**src/rtl/morse_decoder_if.sv**
```systemverilog
// morse_decoder_if: keyed-signal input and decoded-letter outputs of the Morse receiver.
interface morse_decoder_if;
    logic       i_in;
    logic [4:0] o_letter;
    logic [6:0] o_display;
    logic       o_done;
    modport master (output i_in, input o_letter, o_display, o_done);
    modport slave (input i_in, output o_letter, o_display, o_done);
endinterface

```
**src/rtl/morse_decoder.sv**
```systemverilog
// morse_decoder: serial Morse receiver classifying marks as dots/dashes and decoding A-Z letters.
// Define MORSE_SEVSEG_EN to compile in the 7-segment glyph table driving o_display.
module morse_decoder #(
    parameter int UNIT  = 1,
    parameter int CNT_W = 16
) (
    input logic            clk,
    input logic            rst_n,
    morse_decoder_if.slave bus
);
    typedef enum logic [1:0] {IDLE, MARK, SPACE} state_t;
    localparam logic [CNT_W:0] TWO_U = (CNT_W+1)'(2 * UNIT);
    state_t           r_state, w_state;
    logic [CNT_W-1:0] r_mark_cnt, w_mark_cnt, r_space_cnt, w_space_cnt;
    logic [CNT_W-1:0] w_mark_inc, w_space_inc;
    logic [3:0]       r_code, w_code;
    logic [2:0]       r_len, w_len;
    logic [4:0]       r_letter, w_dec_letter;
    logic             r_done, w_done, w_valid, w_hit, w_dash;
    assign w_mark_inc  = (r_mark_cnt == '1) ? r_mark_cnt : r_mark_cnt + 1'b1;
    assign w_space_inc = (r_space_cnt == '1) ? r_space_cnt : r_space_cnt + 1'b1;
    assign w_dash      = {1'b0, r_mark_cnt} >= TWO_U;
    // code holds the symbols right-aligned, first symbol in the highest used bit
    always_comb begin
        w_hit        = 1'b1;
        w_dec_letter = 5'd0;
        case ({r_len, r_code})
            {3'd2, 4'b0001}: w_dec_letter = 5'd0;
            {3'd4, 4'b1000}: w_dec_letter = 5'd1;
            {3'd4, 4'b1010}: w_dec_letter = 5'd2;
            {3'd3, 4'b0100}: w_dec_letter = 5'd3;
            {3'd1, 4'b0000}: w_dec_letter = 5'd4;
            {3'd4, 4'b0010}: w_dec_letter = 5'd5;
            {3'd3, 4'b0110}: w_dec_letter = 5'd6;
            {3'd4, 4'b0000}: w_dec_letter = 5'd7;
            {3'd2, 4'b0000}: w_dec_letter = 5'd8;
            {3'd4, 4'b0111}: w_dec_letter = 5'd9;
            {3'd3, 4'b0101}: w_dec_letter = 5'd10;
            {3'd4, 4'b0100}: w_dec_letter = 5'd11;
            {3'd2, 4'b0011}: w_dec_letter = 5'd12;
            {3'd2, 4'b0010}: w_dec_letter = 5'd13;
            {3'd3, 4'b0111}: w_dec_letter = 5'd14;
            {3'd4, 4'b0110}: w_dec_letter = 5'd15;
            {3'd4, 4'b1101}: w_dec_letter = 5'd16;
            {3'd3, 4'b0010}: w_dec_letter = 5'd17;
            {3'd3, 4'b0000}: w_dec_letter = 5'd18;
            {3'd1, 4'b0001}: w_dec_letter = 5'd19;
            {3'd3, 4'b0001}: w_dec_letter = 5'd20;
            {3'd4, 4'b0001}: w_dec_letter = 5'd21;
            {3'd3, 4'b0011}: w_dec_letter = 5'd22;
            {3'd4, 4'b1001}: w_dec_letter = 5'd23;
            {3'd4, 4'b1011}: w_dec_letter = 5'd24;
            {3'd4, 4'b1100}: w_dec_letter = 5'd25;
            default:         w_hit        = 1'b0;
        endcase
    end
    always_comb begin
        w_state     = r_state;
        w_mark_cnt  = r_mark_cnt;
        w_space_cnt = r_space_cnt;
        w_code      = r_code;
        w_len       = r_len;
        w_valid     = 1'b0;
        w_done      = bus.i_in ? 1'b0 : r_done;
        case (r_state)
            IDLE: begin
                if (bus.i_in) begin
                    w_state    = MARK;
                    w_mark_cnt = {{(CNT_W-1){1'b0}}, 1'b1};
                end
            end
            MARK: begin
                if (bus.i_in) begin
                    w_mark_cnt = w_mark_inc;
                end else begin
                    w_code      = {r_code[2:0], w_dash};
                    w_len       = (r_len == 3'd5) ? r_len : r_len + 3'd1;
                    w_state     = SPACE;
                    w_space_cnt = {{(CNT_W-1){1'b0}}, 1'b1};
                end
            end
            SPACE: begin
                if (bus.i_in) begin
                    w_state    = MARK;
                    w_mark_cnt = {{(CNT_W-1){1'b0}}, 1'b1};
                end else if ({1'b0, w_space_inc} >= TWO_U) begin
                    w_state     = IDLE;
                    w_space_cnt = '0;
                    w_code      = '0;
                    w_len       = '0;
                    w_valid     = w_hit;
                    w_done      = w_hit | r_done;
                end else begin
                    w_space_cnt = w_space_inc;
                end
            end
            default: w_state = IDLE;
        endcase
    end
    always_ff @(posedge clk or negedge rst_n) begin
        if (!rst_n) begin
            r_state     <= IDLE;
            r_mark_cnt  <= '0;
            r_space_cnt <= '0;
            r_code      <= '0;
            r_len       <= '0;
            r_letter    <= '0;
            r_done      <= 1'b0;
        end else begin
            r_state     <= w_state;
            r_mark_cnt  <= w_mark_cnt;
            r_space_cnt <= w_space_cnt;
            r_code      <= w_code;
            r_len       <= w_len;
            r_letter    <= w_valid ? w_dec_letter : r_letter;
            r_done      <= w_done;
        end
    end
    assign bus.o_letter = r_letter;
    assign bus.o_done   = r_done;
`ifdef MORSE_SEVSEG_EN
    logic [6:0] r_display, w_glyph;
    always_comb begin
        w_glyph = 7'h00;
        case (w_dec_letter)
            5'd0:  w_glyph = 7'h77;
            5'd1:  w_glyph = 7'h7C;
            5'd2:  w_glyph = 7'h39;
            5'd3:  w_glyph = 7'h5E;
            5'd4:  w_glyph = 7'h79;
            5'd5:  w_glyph = 7'h71;
            5'd6:  w_glyph = 7'h3D;
            5'd7:  w_glyph = 7'h76;
            5'd8:  w_glyph = 7'h30;
            5'd9:  w_glyph = 7'h1E;
            5'd10: w_glyph = 7'h75;
            5'd11: w_glyph = 7'h38;
            5'd12: w_glyph = 7'h15;
            5'd13: w_glyph = 7'h54;
            5'd14: w_glyph = 7'h3F;
            5'd15: w_glyph = 7'h73;
            5'd16: w_glyph = 7'h67;
            5'd17: w_glyph = 7'h50;
            5'd18: w_glyph = 7'h6D;
            5'd19: w_glyph = 7'h78;
            5'd20: w_glyph = 7'h3E;
            5'd21: w_glyph = 7'h1C;
            5'd22: w_glyph = 7'h2A;
            5'd23: w_glyph = 7'h76;
            5'd24: w_glyph = 7'h6E;
            5'd25: w_glyph = 7'h5B;
            default: w_glyph = 7'h00;
        endcase
    end
    always_ff @(posedge clk or negedge rst_n) begin
        if (!rst_n) r_display <= 7'h00;
        else        r_display <= w_valid ? w_glyph : r_display;
    end
    assign bus.o_display = r_display;
`else
    assign bus.o_display = 7'h00;
`endif
endmodule

```
**src/flat_wrapper.sv**
```systemverilog
// flat-port wrapper written by rule: the top's interface ports become plain ports
module morse_decoder_flat 
#(
    parameter int UNIT  = 1,
    parameter int CNT_W = 16
)
  (clk, rst_n, bus_i_in, bus_o_letter, bus_o_display, bus_o_done);
  morse_decoder_if bus_i ();
  input logic clk;
  input logic rst_n;
  input wire logic [$bits(bus_i.i_in)-1:0] bus_i_in;
  output wire logic [$bits(bus_i.o_letter)-1:0] bus_o_letter;
  output wire logic [$bits(bus_i.o_display)-1:0] bus_o_display;
  output wire logic [$bits(bus_i.o_done)-1:0] bus_o_done;
  assign bus_i.i_in = bus_i_in;
  assign bus_o_letter = bus_i.o_letter;
  assign bus_o_display = bus_i.o_display;
  assign bus_o_done = bus_i.o_done;
  morse_decoder #(.UNIT(UNIT), .CNT_W(CNT_W)) u_core (.clk(clk), .rst_n(rst_n), .bus(bus_i));
endmodule
```
**config.mk**
```make
export PLATFORM = sky130hd
export DESIGN_NAME = morse_decoder_flat
export DESIGN_NICKNAME = d
export VERILOG_FILES = /design/src/rtl/morse_decoder_if.sv /design/src/rtl/morse_decoder.sv /design/src/flat_wrapper.sv
export SDC_FILE = /design/constraint.sdc
export NUM_CORES = 1
export LEC_CHECK = 0
export ABC_AREA = 1
export CAP_MARGIN = 10
export CORE_ASPECT_RATIO = 1.75
export CORE_MARGIN = 1
export CORE_UTILIZATION = 45
export CTS_BUF_LIST = sky130_fd_sc_hd__clkbuf_16
export CTS_CLUSTER_DIAMETER = 100
export DETAILED_ROUTE_END_ITERATION = 7
export SKIP_LAST_GASP = 1
export SYNTH_ARGS = -nofsm -noshare
export SYNTH_HDL_FRONTEND = slang
export SYNTH_SLANG_ARGS = --single-unit
```
**constraint.sdc**
```tcl
create_clock -name clk -period 2.6 [get_ports clk]
set_clock_uncertainty 0.05 [all_clocks]
set_input_delay 0.52 -clock clk [delete_from_list [all_inputs] [get_ports clk]]
set_output_delay 0.52 -clock clk [all_outputs]
set_load 0.005 [all_outputs]
```
==> impl_results.rst, run 1 <==
.. list-table::
   :header-rows: 1

   * - Metric
     - Value
   * - Worst r2r src
     - u_core.r_len[0]$_DFFE_PN0P_
   * - Maximum buffer depth of the clock tree
     - 2
   * - Combinational family with the most area after synthesis
     - simple AND/OR/NAND/NOR gates
   * - Final cell count without fillers
     - 548
   * - Simple-gate area share of the yosys netlist
     - between 30% and 40%
   * - Core utilization of the finished layout
     - 51.8%
   * - Flop pwr share
     - 39.2%
   * - Number of detailed-route iterations in the first pass
     - 4
   * - Clock root buffer
     - sky130_fd_sc_hd__clkbuf_16
   * - Die height
     - 111 µm
   * - Portion of netlist area occupied by mux cells
     - 0%
   * - Estimated wirelength of the detail-placed design
     - 5.96 mm
   * - Maximum fanout along the worst path
     - 7
   * - Count of cells resized by post-cts repair
     - 0
   * - Worst Slack Setup Final
     - 0.367 ns
   * - Cell-by-cell listing of the critical path
     - inv_1 > ha_1 > nand2_2 > nor3_2 > inv_1 > o21ai_0 > nor2_1 > nand3_1 > nor2_1 > a21oi_4 > nand2_2 > nand2_1 > nand2_1
   * - Clk pwr share
     - between 30% and 40%
   * - H-tree lvl count
     - 2
   * - Relative slew margins
     - 59.3%
   * - FFs w/ async S/R, synth
     - 100%
   * - Max rail drop VDD
     - approximately 0.4 mV
   * - Filler cells
     - 664
   * - CTS sink cnt
     - between 40 and 50
   * - Category of the worst setup path launch point
     - register
   * - Setup repair after global routing missed its margin
     - no
   * - Adder and majority cell fraction of the synthesized area
     - about 3.3%
   * - Reg-to-reg critical path endpoint
     - u_core.bus.o_letter[2]$_DFFE_PN0P_
   * - Required time reported for the critical path endpoint
     - 2.73 ns
   * - Clock buffers created by TritonCTS
     - 5
   * - Global-route congestion overflow total
     - 0
   * - Largest net degree at the start of global routing
     - 27
   * - Power density cells
     - slightly below 700 nW/µm²
   * - Final Slew Violations
     - 0
   * - Cell count after placement
     - 540
   * - Placement-stage worst setup slack
     - ~0.22 ns
   * - Std-Cell Core Area
     - 6590 µm²
   * - Overall die area
     - approximately 7200 µm²
   * - Complex-gate fraction of the synthesized area
     - between 7 and 8%
   * - First-pass GRT wire length
     - between 10 and 15 mm
   * - Setup Buffers After CTS
     - 0
   * - Routed vias
     - approximately 2,900
   * - Total leakage power
     - approximately 1.6 nW
   * - Nets
     - roughly 480
   * - IO Pins
     - 16
   * - Area added between synthesis and finish
     - 10.9%
   * - Fin Setup TNS
     - 0 ns
   * - Endpoint class of the critical path
     - register
   * - Post-synthesis sequential element count
     - 47
   * - Total placed instance area
     - approximately 3200 µm²
   * - Critical path class
     - reg2reg
   * - Setup-violating endpoint count in the final report
     - 0
   * - Number of distinct library cell variants in the gate-level netlist after synthesis
     - 34
   * - Sw power
     - approximately 0.82 mW
   * - CTS hold repair buffers
     - 0
   * - Type of the worst min-delay path
     - in2async
   * - Gate Count Post-Synth
     - 451
   * - Master of the slowest instance on the critical path
     - sky130_fd_sc_hd__dfrtp_1
   * - Most common flop cell mapped by yosys
     - sky130_fd_sc_hd__dfrtp_1
   * - Result of the run
     - completed
   * - Hold slack final
     - 0.188 ns
   * - Netlist area before placement
     - just over 3000 µm²
   * - R2r setup slk
     - around 0.37 ns
   * - Post-synthesis sequential area ratio
     - between 30% and 40%
   * - Clock Latency Late Sink
     - slightly below 0.3 ns
   * - Avg Inst Size Synth
     - slightly below 7 µm²
   * - Global Route Usage Sum
     - between 20% and 30%
   * - Timing-limited maximum frequency
     - between 400 and 500 MHz
   * - Most common cell in the netlist
     - sky130_fd_sc_hd__nand2_1
   * - Clock-pin slew on the worst setup and hold paths
     - around 0.06 ns
   * - Arrival time at the worst endpoint
     - 2.36 ns
   * - Proportion of power drawn by combinational gates
     - ~30%
   * - Ant. Diodes
     - 0
   * - Std-Cell Rows
     - 39
   * - Highest cell delay on the worst timing path
     - 0.43 ns
   * - Slew of the pin with the lowest slew margin
     - about 0.6 ns
   * - Cell type contributing the most total cell area after synthesis
     - sky130_fd_sc_hd__dfrtp_1
   * - Yosys Warn Count
     - 0
   * - IO Port Bufs
     - 8
   * - Last weighted congestion value of the routability-driven placer
     - about 0.93
   * - Worst Reg2Reg Path Length in Cells
     - 13
   * - DRC
     - 0
   * - Main area contributors after synthesis
     - sky130_fd_sc_hd__dfrtp_1 38%, sky130_fd_sc_hd__nand2_1 14%, sky130_fd_sc_hd__nor2_1 8.4%
   * - Area share of the leading cell type in the synthesized netlist
     - 38.2%
   * - Via count of the first global-routing pass
     - 2,872
   * - XOR/XNOR share of the synthesized area
     - less than 1%
   * - Portion of the clock cycle consumed by the worst path in the final layout
     - between 80% and 90%
   * - Via density per instance
     - 5.27
   * - Tot Pwr
     - between 2 and 2.5 mW
   * - Most common library cells after synthesis
     - 115 x sky130_fd_sc_hd__nand2_1, 69 x sky130_fd_sc_hd__nor2_1, 66 x sky130_fd_sc_hd__inv_1
   * - Post-synth EDFFs
     - 0
   * - DRT iter0 DRCs
     - 190
   * - CTS tree
     - done
   * - Tmin final
     - 2.23 ns
   * - Overall die width
     - 64.5 µm
   * - Routed Wire Length
     - 7.63 mm
   * - Layout cell share with drive strength beyond 1
     - around 6.7%
   * - Post-route standard cell area excluding fillers
     - roughly 3400 µm²
   * - Initial standard-cell utilization of the core
     - a little under half
   * - Post-DRT Antenna Nets
     - 0
   * - Hold violation count in the final report
     - 0
   * - Number of maximum-capacitance violations
     - 0
   * - Sw Ratio
     - about a third
   * - Int Pwr
     - ~1.5 mW
   * - Antenna violations before repair
     - 0
   * - Routed wire length per instance
     - 13.9 µm
[how the worst max path moves through the flow]
stage	cells after the start	end	slack, ns	from
after floorplan	14	u_core.bus.o_done$_DFF_PN0_	0.69	u_core.r_space_cnt[0]$_DFFE_PN0P_
after global routing	13	u_core.bus.o_letter[2]$_DFFE_PN0P_	0.12	u_core.r_len[0]$_DFFE_PN0P_
after detailed placement	9	u_core.r_mark_cnt[8]$_DFFE_PN0P_	0.22	bus_i_in
final	13	u_core.bus.o_letter[2]$_DFFE_PN0P_	0.37	u_core.r_len[0]$_DFFE_PN0P_
after global placement	9	u_core.r_mark_cnt[14]$_DFFE_PN0P_	0.27	bus_i_in
after CTS	13	u_core.bus.o_letter[2]$_DFFE_PN0P_	0.38	u_core.r_len[0]$_DFFE_PN0P_
[layout by cell type (no fill, tap or decap), drive strengths merged, types with 2 or more instances in the layout]
cell,synthesis,final
inv,67,68
xnor2,2,2
nor3,17,17
nor4,6,6
o21ai,24,24
conb,1,7
dfrtp,47,47
buf,12,6
clkbuf,0,5
nand3b,2,2
nand2,120,120
nand3,32,32
nand4,17,17
clkdlybuf4s50,0,7
nor2,75,75
ha,8,8
a21oi,12,12
[metal layers]
metal | global-route usage (%) | routed length, µm
met1 | 23.3 | 3000
met2 | 42.6 | 4000
met3 | 3.79 | 202
met4 | 13.9 | 423
met5 | 0 | 0
[sequential cells by signal, indices dropped and copies added (netlist names)]
signal / cells
u_core.r_space_cnt: 16
u_core.r_mark_cnt: 16
u_core.r_state: 2
u_core.bus.o_letter: 5
u_core.r_len: 3
u_core.r_code: 4
u_core.bus.o_done: 1
[critical path, delay by kind of cell (launching register included)]
family	cells	cell delay (ns)
compound gates	2	0.48
flops	1	0.43
fa+ha+maj	1	0.16
buf+inv	2	0.21
simple gates	8	0.79
[power groups by stage]
stage	sequential (mW)	clock [mW]	combinational [mW]
finish	0.919	0.736	0.687
global route	0.935	0.779	0.786
CTS	0.920	0.751	0.683
detailed placement	0.931	0	0.678
global placement	0.934	0	0.680
floorplan	0.900	0	0.495
[cell type report]
cell class              count  area (µm²)  share of cell area [%]
multi-input cells         331        1590                    46.5
clock buffers               5         125                    3.67
clock inverters             3        42.5                    1.25
flip-flops and latches     47        1180                    34.5
repair buffers             13         125                    3.67
inverters                  67         251                    7.38
well taps                  82         103                    3.01
[kinds of logic (layout without fill, tap and decap cells)]
| kind of cell | count (synthesis) | count (layout) |
|---|---|---|
| buffers and inverters | 79 | 88 |
| AO/OA/AOI/OAI | 41 | 41 |
| flip-flops | 47 | 47 |
| AND/OR/NAND/NOR | 272 | 272 |
| adder cells (fa/ha/maj) | 8 | 8 |
| other | 1 | 7 |
| XOR/XNOR | 3 | 3 |
No activity file was read; power rests on OpenSTA's default activity.
==> inputs of run 2 (changes only) <==
Settings changed: PLACE_DENSITY set to 0.63.
==> run 2 against run 1 <==
Net effect:
- combinational power barely moved
- largest power group unchanged
- design area up 0.26%
- setup slack got worse by 0.030 ns
- count of clock-buffer cells in the layout is the same
- sequential power shrank 0.5%
- via count is 0.10% lower
- cell count did not move
- highest routed layer unchanged
- critical endpoint is now u_core.bus.o_letter[3]$_DFFE_PN0P_
==> impl_results.rst, run 2 (synthesis results as in run 1) <==
.. list-table::
   :header-rows: 1

   * - Metric
     - Value
   * - Path length in cells of the critical path
     - 12 (was 13)
   * - Post-route standard cell area excluding fillers
     - 3420 µm² (was 3410 µm²)
   * - Hold violation count in the final report
     - 0 (unchanged)
   * - Maximum buffer depth of the clock tree
     - 2 (unchanged)
   * - Via count of the first global-routing pass
     - 2,848 (was 2,872)
   * - CTS tree
     - done (unchanged)
   * - Required time reported for the critical path endpoint
     - 2.78 ns (was 2.73 ns)
   * - First-pass GRT wire length
     - 12.7 mm (about the same)
   * - Beginning of the critical path
     - u_core.r_space_cnt[0]$_DFFE_PN0P_ (was u_core.r_len[0]$_DFFE_PN0P_)
   * - Commonest non-fill, non-tap cell in the layout
     - sky130_fd_sc_hd__nand2_1 (unchanged)
   * - Overall die width
     - 64.5 µm (unchanged)
   * - Highest cell delay on the worst timing path
     - 0.45 ns (was 0.43 ns)
   * - Relative slew margins
     - 60.7% (was 59.3%)
   * - Slew of the pin with the lowest slew margin
     - 0.590 ns (was 0.610 ns)
   * - Timing-limited maximum frequency
     - 442 MHz (was 448 MHz)
   * - Global Route Usage Sum
     - 22.8% (was 23.1%)
   * - Portion of the clock cycle consumed by the worst path in the final layout
     - 87.0% (was 85.9%)
   * - Setup-violating endpoint count in the final report
     - 0 (unchanged)
   * - Maximum fanout along the worst path
     - 8 (was 7)
   * - Total placed instance area
     - 3230 µm² (was 3240 µm²)
   * - Count of cells resized by post-cts repair
     - 0 (unchanged)
   * - CTS hold repair buffers
     - 0 (unchanged)
   * - Largest net degree at the start of global routing
     - 48 (was 27)
   * - Critical path class
     - reg2reg (unchanged)
   * - Post-DRT Antenna Nets
     - 0 (unchanged)
   * - R2r setup slk
     - 0.34 ns (was 0.37 ns)
   * - Setup repair after global routing missed its margin
     - no (unchanged)
   * - Final Slew Violations
     - 0 (unchanged)
   * - Gate family responsible for the most delay along the worst path
     - simple AND/OR/NAND/NOR gates (unchanged)
   * - Total leakage power
     - 1.65 nW (was 1.64 nW)
   * - Nets
     - 476 (unchanged)
   * - Last weighted congestion value of the routability-driven placer
     - 0.891 (was 0.927)
   * - IO Port Bufs
     - 8 (unchanged)
   * - Cell-by-cell listing of the critical path
     - ha_1 > nand3_1 > nor2_1 > nand3_1 > nand2_1 > nand2_1 > nand3b_1 > nor2_2 > nand3_2 > nand2_2 > nand2_1 > nand2_1 (was inv_1 > ha_1 > nand2_2 > nor3_2 > inv_1 > o21ai_0 > nor2_1 > nand3_1 > nor2_1 > a21oi_4 > nand2_2 > nand2_1 > nand2_1)
   * - Endpoint class of the critical path
     - register (unchanged)
   * - Clock-pin slew on the worst setup and hold paths
     - 0.06 ns (about the same)
   * - Routed vias
     - 2,886 (was 2,889)
   * - Global-route congestion overflow total
     - 0 (unchanged)
   * - Initial standard-cell utilization of the core
     - 46.7% (unchanged)
   * - Clock Latency Late Sink
     - 0.29 ns (about the same)
   * - IO Pins
     - 16 (unchanged)
   * - Buffers plus inverters on the worst setup path
     - 0 (was 2)
   * - Reg-to-reg critical path endpoint
     - u_core.bus.o_letter[3]$_DFFE_PN0P_ (was u_core.bus.o_letter[2]$_DFFE_PN0P_)
   * - Critical Path Most Common Cell
     - sky130_fd_sc_hd__nand2_1
   * - Tmin final
     - 2.26 ns (was 2.23 ns)
   * - DRT iter0 DRCs
     - 176 (was 190)
   * - Result of the run
     - completed (unchanged)
   * - Commonest non-fill, non-tap cells in the layout
     - 115 x sky130_fd_sc_hd__nand2_1, 69 x sky130_fd_sc_hd__nor2_1, 67 x sky130_fd_sc_hd__inv_1 (was 115 x sky130_fd_sc_hd__nand2_1, 69 x sky130_fd_sc_hd__nor2_1, 66 x sky130_fd_sc_hd__inv_1)
   * - Estimated wirelength of the detail-placed design
     - 5.61 mm (was 5.96 mm)
   * - Routed Wire Length
     - 7.31 mm (was 7.63 mm)
   * - Power density cells
     - 707 nW/µm² (was 687 nW/µm²)
   * - Category of the worst setup path launch point
     - register (unchanged)
   * - Clock buffers created by TritonCTS
     - 5 (unchanged)
   * - CTS sink cnt
     - 47 (unchanged)
   * - Number of detailed-route iterations in the first pass
     - 4 (unchanged)
   * - Layout cell share with drive strength beyond 1
     - 6.65% (unchanged)
   * - Std-Cell Rows
     - 39 (unchanged)
   * - Fin Setup TNS
     - 0 ns (unchanged)
   * - H-tree lvl count
     - 2 (unchanged)
   * - Routed wire length per instance
     - 13.3 µm (was 13.9 µm)
   * - Die height
     - 111 µm (unchanged)
   * - Via density per instance
     - 5.27 (about the same)
   * - Master of the slowest instance on the critical path
     - sky130_fd_sc_hd__dfrtp_1 (unchanged)
   * - Crit path capture
     - u_core.bus.o_letter[3]$_DFFE_PN0P_ (was u_core.bus.o_letter[2]$_DFFE_PN0P_)
   * - Filler cells
     - 648 (was 664)
   * - Worst r2r src
     - u_core.r_space_cnt[0]$_DFFE_PN0P_ (was u_core.r_len[0]$_DFFE_PN0P_)
   * - Area added between synthesis and finish
     - 11.1% (was 10.9%)
   * - Overall die area
     - 7180 µm² (unchanged)
   * - Worst Reg2Reg Path Length in Cells
     - 12 (was 13)
   * - Type of the worst min-delay path
     - in2async (unchanged)
   * - Arrival time at the worst endpoint
     - 2.44 ns (was 2.36 ns)
   * - Core utilization of the finished layout
     - 51.9% (was 51.8%)
   * - Clock root buffer
     - sky130_fd_sc_hd__clkbuf_16 (unchanged)
   * - Max rail drop VDD
     - 0.502 mV (was 0.411 mV)
   * - Setup Buffers After CTS
     - 0 (unchanged)
   * - Antenna violations before repair
     - 0 (unchanged)
   * - DRC
     - 0 (unchanged)
   * - Tot Pwr
     - 2.42 mW (was 2.34 mW)
   * - Number of maximum-capacitance violations
     - 0 (unchanged)
   * - Std-Cell Core Area
     - 6590 µm² (unchanged)
   * - Ant. Diodes
     - 0 (unchanged)
==> run 2: routing by layer <==
layer / track usage (%) / share of wire, %
met5: 0 / 0
met4: 13.6 / 4.5
met3: 4.00 / 2.5
met2: 40.9 / 53
met1: 24.1 / 40
==> run 2: worst min-delay path by stage <==
stage | slack [ns] | cells past startpoint | to | from
detailed placement | 0.41 | 2 | u_core.bus.o_letter[4]$_DFFE_PN0P_ | u_core.bus.o_letter[4]$_DFFE_PN0P_
floorplan | 0.17 | 0 | u_core.bus.o_done$_DFF_PN0_ | rst_n
finish | 0.26 | 2 | u_core.r_space_cnt[1]$_DFFE_PN0P_ | rst_n
global route | 0.34 | 2 | u_core.r_space_cnt[3]$_DFFE_PN0P_ | rst_n
global placement | 0.41 | 2 | u_core.bus.o_letter[4]$_DFFE_PN0P_ | u_core.bus.o_letter[4]$_DFFE_PN0P_
CTS | 0.30 | 2 | u_core.r_space_cnt[1]$_DFFE_PN0P_ | rst_n
==> run 2: area by class of cell <==
| cell class | count | area [µm²] | share of cell area [%] |
|---|---|---|---|
| Multi-Input combinational cell | 331 | 1590 | 46.4 |
| Sequential cell | 47 | 1180 | 34.4 |
| Inverter | 67 | 251 | 7.36 |
| Clock buffer | 5 | 125 | 3.66 |
| Timing Repair Buffer | 13 | 113 | 3.29 |
| Tap cell | 82 | 103 | 3.00 |
| Clock inverter | 3 | 63.8 | 1.87 |
==> run 2: per-stage QoR <==
| stage | hold slack (ns) | instances | setup slack, ns |
|---|---|---|---|
| final | 0.261 | 548 | 0.337 |
| after global routing | 0.342 | 548 | 0.0490 |
| after CTS | 0.297 | 548 | 0.314 |
| after detailed placement | 0.409 | 540 | 0.211 |
| after global placement | 0.406 | 540 | 0.245 |
| after floorplan | 0.174 | 457 | 0.688 |
==> run 2: where the power goes <==
group / internal [mW] / leakage (nW) / switching [mW]
sequential: 0.818 / 0.637 / 0.0953
clock: 0.547 / 0.0952 / 0.271
combinational: 0.250 / 0.916 / 0.434
total: 1.62 / 1.65 / 0.800
==> inputs of run 3 (changes only) <==
Settings changed: ABC_AREA 1 to 0, CORE_UTILIZATION 45 to 50, PLACE_DENSITY 0.63 to 0.68.
==> run 3 against run 2 <==
Net effect:
- critical path type unchanged
- maximum frequency decreased by 6.9%
- wire length decreased by 11%
- critical path depth decreased by 4
- highest routed layer unchanged
- combinational power increased by 4.8%
- largest power group unchanged
- first-iteration DRC count decreased by 11%
==> impl_results.rst, run 3 <==
.. list-table::
   :header-rows: 1

   * - Metric
     - Value
   * - Antenna violations before repair
     - 0 (unchanged)
   * - Yosys Warn Count
     - 0 (unchanged)
   * - Global Route Usage Sum
     - 22.5% (was 22.8%)
   * - Most common flop cell mapped by yosys
     - sky130_fd_sc_hd__dfrtp_1 (unchanged)
   * - Std-Cell Rows
     - 36 (was 39)
   * - Commonest non-fill, non-tap cells in the layout
     - 47 x sky130_fd_sc_hd__dfrtp_1, 37 x sky130_fd_sc_hd__nor2_1, 24 x sky130_fd_sc_hd__nand2_1 (was 115 x sky130_fd_sc_hd__nand2_1, 69 x sky130_fd_sc_hd__nor2_1, 67 x sky130_fd_sc_hd__inv_1)
   * - Most common library cells after synthesis
     - 47 x sky130_fd_sc_hd__dfrtp_1, 37 x sky130_fd_sc_hd__nor2_1, 24 x sky130_fd_sc_hd__nand2_1 (was 115 x sky130_fd_sc_hd__nand2_1, 69 x sky130_fd_sc_hd__nor2_1, 66 x sky130_fd_sc_hd__inv_1)
   * - Commonest non-fill, non-tap cell in the layout
     - sky130_fd_sc_hd__dfrtp_1 (was sky130_fd_sc_hd__nand2_1)
   * - Post-synthesis sequential area ratio
     - 39.7% (was 38.2%)
   * - Arrival time at the worst endpoint
     - 2.57 ns (was 2.44 ns)
   * - Clock buffers created by TritonCTS
     - 5 (unchanged)
   * - Post-synth EDFFs
     - 0 (unchanged)
   * - Overall die width
     - 60.2 µm (was 64.5 µm)
   * - Area added between synthesis and finish
     - 13.2% (was 11.1%)
   * - Post-DRT Antenna Nets
     - 0 (unchanged)
   * - Category of the worst setup path launch point
     - register (unchanged)
   * - Layout cell share with drive strength beyond 1
     - 11.7% (was 6.65%)
   * - Gate Count Post-Synth
     - 330 (was 451)
   * - Total leakage power
     - 1.41 nW (was 1.65 nW)
   * - IO Port Bufs
     - 8 (unchanged)
   * - DRC
     - 0 (unchanged)
   * - Maximum buffer depth of the clock tree
     - 2 (unchanged)
   * - Routed wire length per instance
     - 15.3 µm (was 13.3 µm)
   * - Number of distinct library cell variants in the gate-level netlist after synthesis
     - 59 (was 34)
   * - Area share of the leading cell type in the synthesized netlist
     - 39.7% (was 38.2%)
   * - Ant. Diodes
     - 0 (unchanged)
   * - Placement-stage worst setup slack
     - 0.162 ns (was 0.211 ns)
   * - Netlist area before placement
     - 2960 µm² (was 3080 µm²)
   * - First-pass GRT wire length
     - 10.8 mm (was 12.7 mm)
   * - Total placed instance area
     - 3170 µm² (was 3230 µm²)
   * - Max rail drop VDD
     - 0.518 mV (was 0.502 mV)
   * - Number of detailed-route iterations in the first pass
     - 4 (unchanged)
   * - Filler cells
     - 504 (was 648)
   * - Die height
     - 104 µm (was 111 µm)
   * - Number of maximum-capacitance violations
     - 0 (unchanged)
   * - Clock Latency Late Sink
     - 0.29 ns (about the same)
   * - Overall die area
     - 6250 µm² (was 7180 µm²)
   * - Relative slew margins
     - 58.5% (was 60.7%)
   * - Maximum fanout along the worst path
     - 8 (unchanged)
   * - Fin Setup TNS
     - 0 ns (unchanged)
   * - Final Slew Violations
     - 0 (unchanged)
   * - Avg Inst Size Synth
     - 8.98 µm² (was 6.82 µm²)
   * - Clock-pin slew on the worst setup and hold paths
     - 0.07 ns (was 0.06 ns)
   * - Main area contributors after synthesis
     - sky130_fd_sc_hd__dfrtp_1 40%, sky130_fd_sc_hd__nor2_1 4.7%, sky130_fd_sc_hd__nor2b_1 3.6% (was sky130_fd_sc_hd__dfrtp_1 38%, sky130_fd_sc_hd__nand2_1 14%, sky130_fd_sc_hd__nor2_1 8.4%)
   * - Routed vias
     - 2,492 (was 2,886)
   * - Via density per instance
     - 5.85 (was 5.27)
   * - IO Pins
     - 16 (unchanged)
   * - Required time reported for the critical path endpoint
     - 2.73 ns (was 2.78 ns)
   * - Routed Wire Length
     - 6.51 mm (was 7.31 mm)
   * - Tmin final
     - 2.43 ns (was 2.26 ns)
   * - Slew of the pin with the lowest slew margin
     - 0.622 ns (was 0.590 ns)
   * - Post-route standard cell area excluding fillers
     - 3350 µm² (was 3420 µm²)
   * - Cell type contributing the most total cell area after synthesis
     - sky130_fd_sc_hd__dfrtp_1 (unchanged)
   * - Via count of the first global-routing pass
     - 2,304 (was 2,848)
   * - CTS sink cnt
     - 47 (unchanged)
   * - Largest net degree at the start of global routing
     - 30 (was 48)
   * - Type of the worst min-delay path
     - in2async (unchanged)
   * - Clock root buffer
     - sky130_fd_sc_hd__clkbuf_16 (unchanged)
   * - CTS hold repair buffers
     - 0 (unchanged)
   * - CTS tree
     - done (unchanged)
   * - Critical path class
     - reg2reg (unchanged)
   * - R2r setup slk
     - 0.17 ns (was 0.34 ns)
   * - Std-Cell Core Area
     - 5630 µm² (was 6590 µm²)
   * - Worst Reg2Reg Path Length in Cells
     - 8 (was 12)
   * - Result of the run
     - completed (unchanged)
   * - FFs w/ async S/R, synth
     - 100% (unchanged)
   * - Nets
     - 360 (was 476)
   * - H-tree lvl count
     - 2 (unchanged)
   * - Reg-to-reg critical path endpoint
     - u_core.bus.o_done$_DFF_PN0_ (was u_core.bus.o_letter[3]$_DFFE_PN0P_)
   * - Worst r2r src
     - u_core.r_space_cnt[1]$_DFFE_PN0P_ (was u_core.r_space_cnt[0]$_DFFE_PN0P_)
   * - Initial standard-cell utilization of the core
     - 52.6% (was 46.7%)
   * - Portion of the clock cycle consumed by the worst path in the final layout
     - 93.5% (was 87.0%)
   * - Setup repair after global routing missed its margin
     - no (unchanged)
   * - Endpoint class of the critical path
     - register (unchanged)
   * - Post-synthesis sequential element count
     - 47 (unchanged)
   * - Power density cells
     - 709 nW/µm² (was 707 nW/µm²)
   * - Hold violation count in the final report
     - 0 (unchanged)
   * - Setup-violating endpoint count in the final report
     - 0 (unchanged)
   * - Timing-limited maximum frequency
     - 411 MHz (was 442 MHz)
   * - Most common cell in the netlist
     - sky130_fd_sc_hd__dfrtp_1 (was sky130_fd_sc_hd__nand2_1)
   * - Estimated wirelength of the detail-placed design
     - 4.75 mm (was 5.61 mm)
   * - Global-route congestion overflow total
     - 0 (unchanged)
   * - DRT iter0 DRCs
     - 156 (was 176)
   * - Worst Slack Setup Final
     - 0.168 ns (was 0.337 ns)
   * - Last weighted congestion value of the routability-driven placer
     - 0.915 (was 0.891)
run 3: cell type report:
type	count	area [µm²]	area share (%)
repair buffers	25	203	6.04
clock inverters	3	43.8	1.31
well taps	76	95.1	2.84
inverters	15	56.3	1.68
clock buffers	5	125	3.73
flip-flops and latches	47	1180	35.1
multi-input cells	255	1650	49.3
run 3: cell families (layout without fill, tap and decap cells):
logic type	after synthesis	after routing	synth area share, %
xor+xnor	13	13	3.84
flops	47	47	39.7
other cells	1	7	0.127
fa+ha+maj	8	8	3.38
mux	3	3	1.06
buf+inv	34	48	5.32
compound gates	78	78	19.8
simple gates	146	146	26.8
run 3: report_power, final:
group          internal, mW  switching (mW)
Sequential            0.808           0.131
Clock                 0.453           0.269
Combinational         0.311           0.406
run 3: how the worst max path moves through the flow:
stage / end / cells past startpoint / slack, ns / start
2_1_floorplan: u_core.bus.o_done$_DFF_PN0_ / 7 / 0.16 / u_core.r_space_cnt[0]$_DFFE_PN0P_
3_3_place_gp: u_core.bus.o_done$_DFF_PN0_ / 7 / 0.23 / u_core.r_space_cnt[1]$_DFFE_PN0P_
3_5_place_dp: u_core.bus.o_done$_DFF_PN0_ / 7 / 0.16 / u_core.r_space_cnt[1]$_DFFE_PN0P_
4_1_cts: u_core.bus.o_done$_DFF_PN0_ / 7 / 0.15 / u_core.r_space_cnt[1]$_DFFE_PN0P_
5_1_grt: u_core.bus.o_done$_DFF_PN0_ / 8 / 0.02 / u_core.r_space_cnt[1]$_DFFE_PN0P_
6_report: u_core.bus.o_done$_DFF_PN0_ / 8 / 0.17 / u_core.r_space_cnt[1]$_DFFE_PN0P_
run 3: routing by layer:
metal  GRT usage (%)  vias up  routed length [µm]
met2            37.8       44                3490
met3            3.87       11                 150
met4            9.47        0                 127
li1                -     1228                   -
met5               0        -                   0
met1            27.0     1209                2740
run 3: through the flow:
step | cells | power, mW | hold WS, ns | utilization (%)
floorplan | 336 | 1.44 | 0.174 | -
global placement | 416 | 1.65 | 0.440 | 56.2
detailed placement | 416 | 1.67 | 0.453 | 56.2
CTS | 424 | 2.40 | 0.210 | 59.2
global route | 426 | 2.51 | 0.254 | 59.6
finish | 426 | 2.38 | 0.197 | 59.6
run 3: what timing repair did:
action,4_1_cts,5_1_grt
buffers inserted,0,2
resized for setup,0,1
endpoints found under the setup margin,0,7
run 3: worst max-delay path: stages, from the launching register on:
cell                        delay [ns]
sky130_fd_sc_hd__dfrtp_1          0.41
sky130_fd_sc_hd__ha_2             0.23
sky130_fd_sc_hd__nand3_1          0.17
sky130_fd_sc_hd__nor4_4           0.21
sky130_fd_sc_hd__mux2_2           0.39
sky130_fd_sc_hd__a2111oi_4        0.31
sky130_fd_sc_hd__buf_4            0.19
sky130_fd_sc_hd__a31oi_4          0.14
sky130_fd_sc_hd__a22o_1           0.24
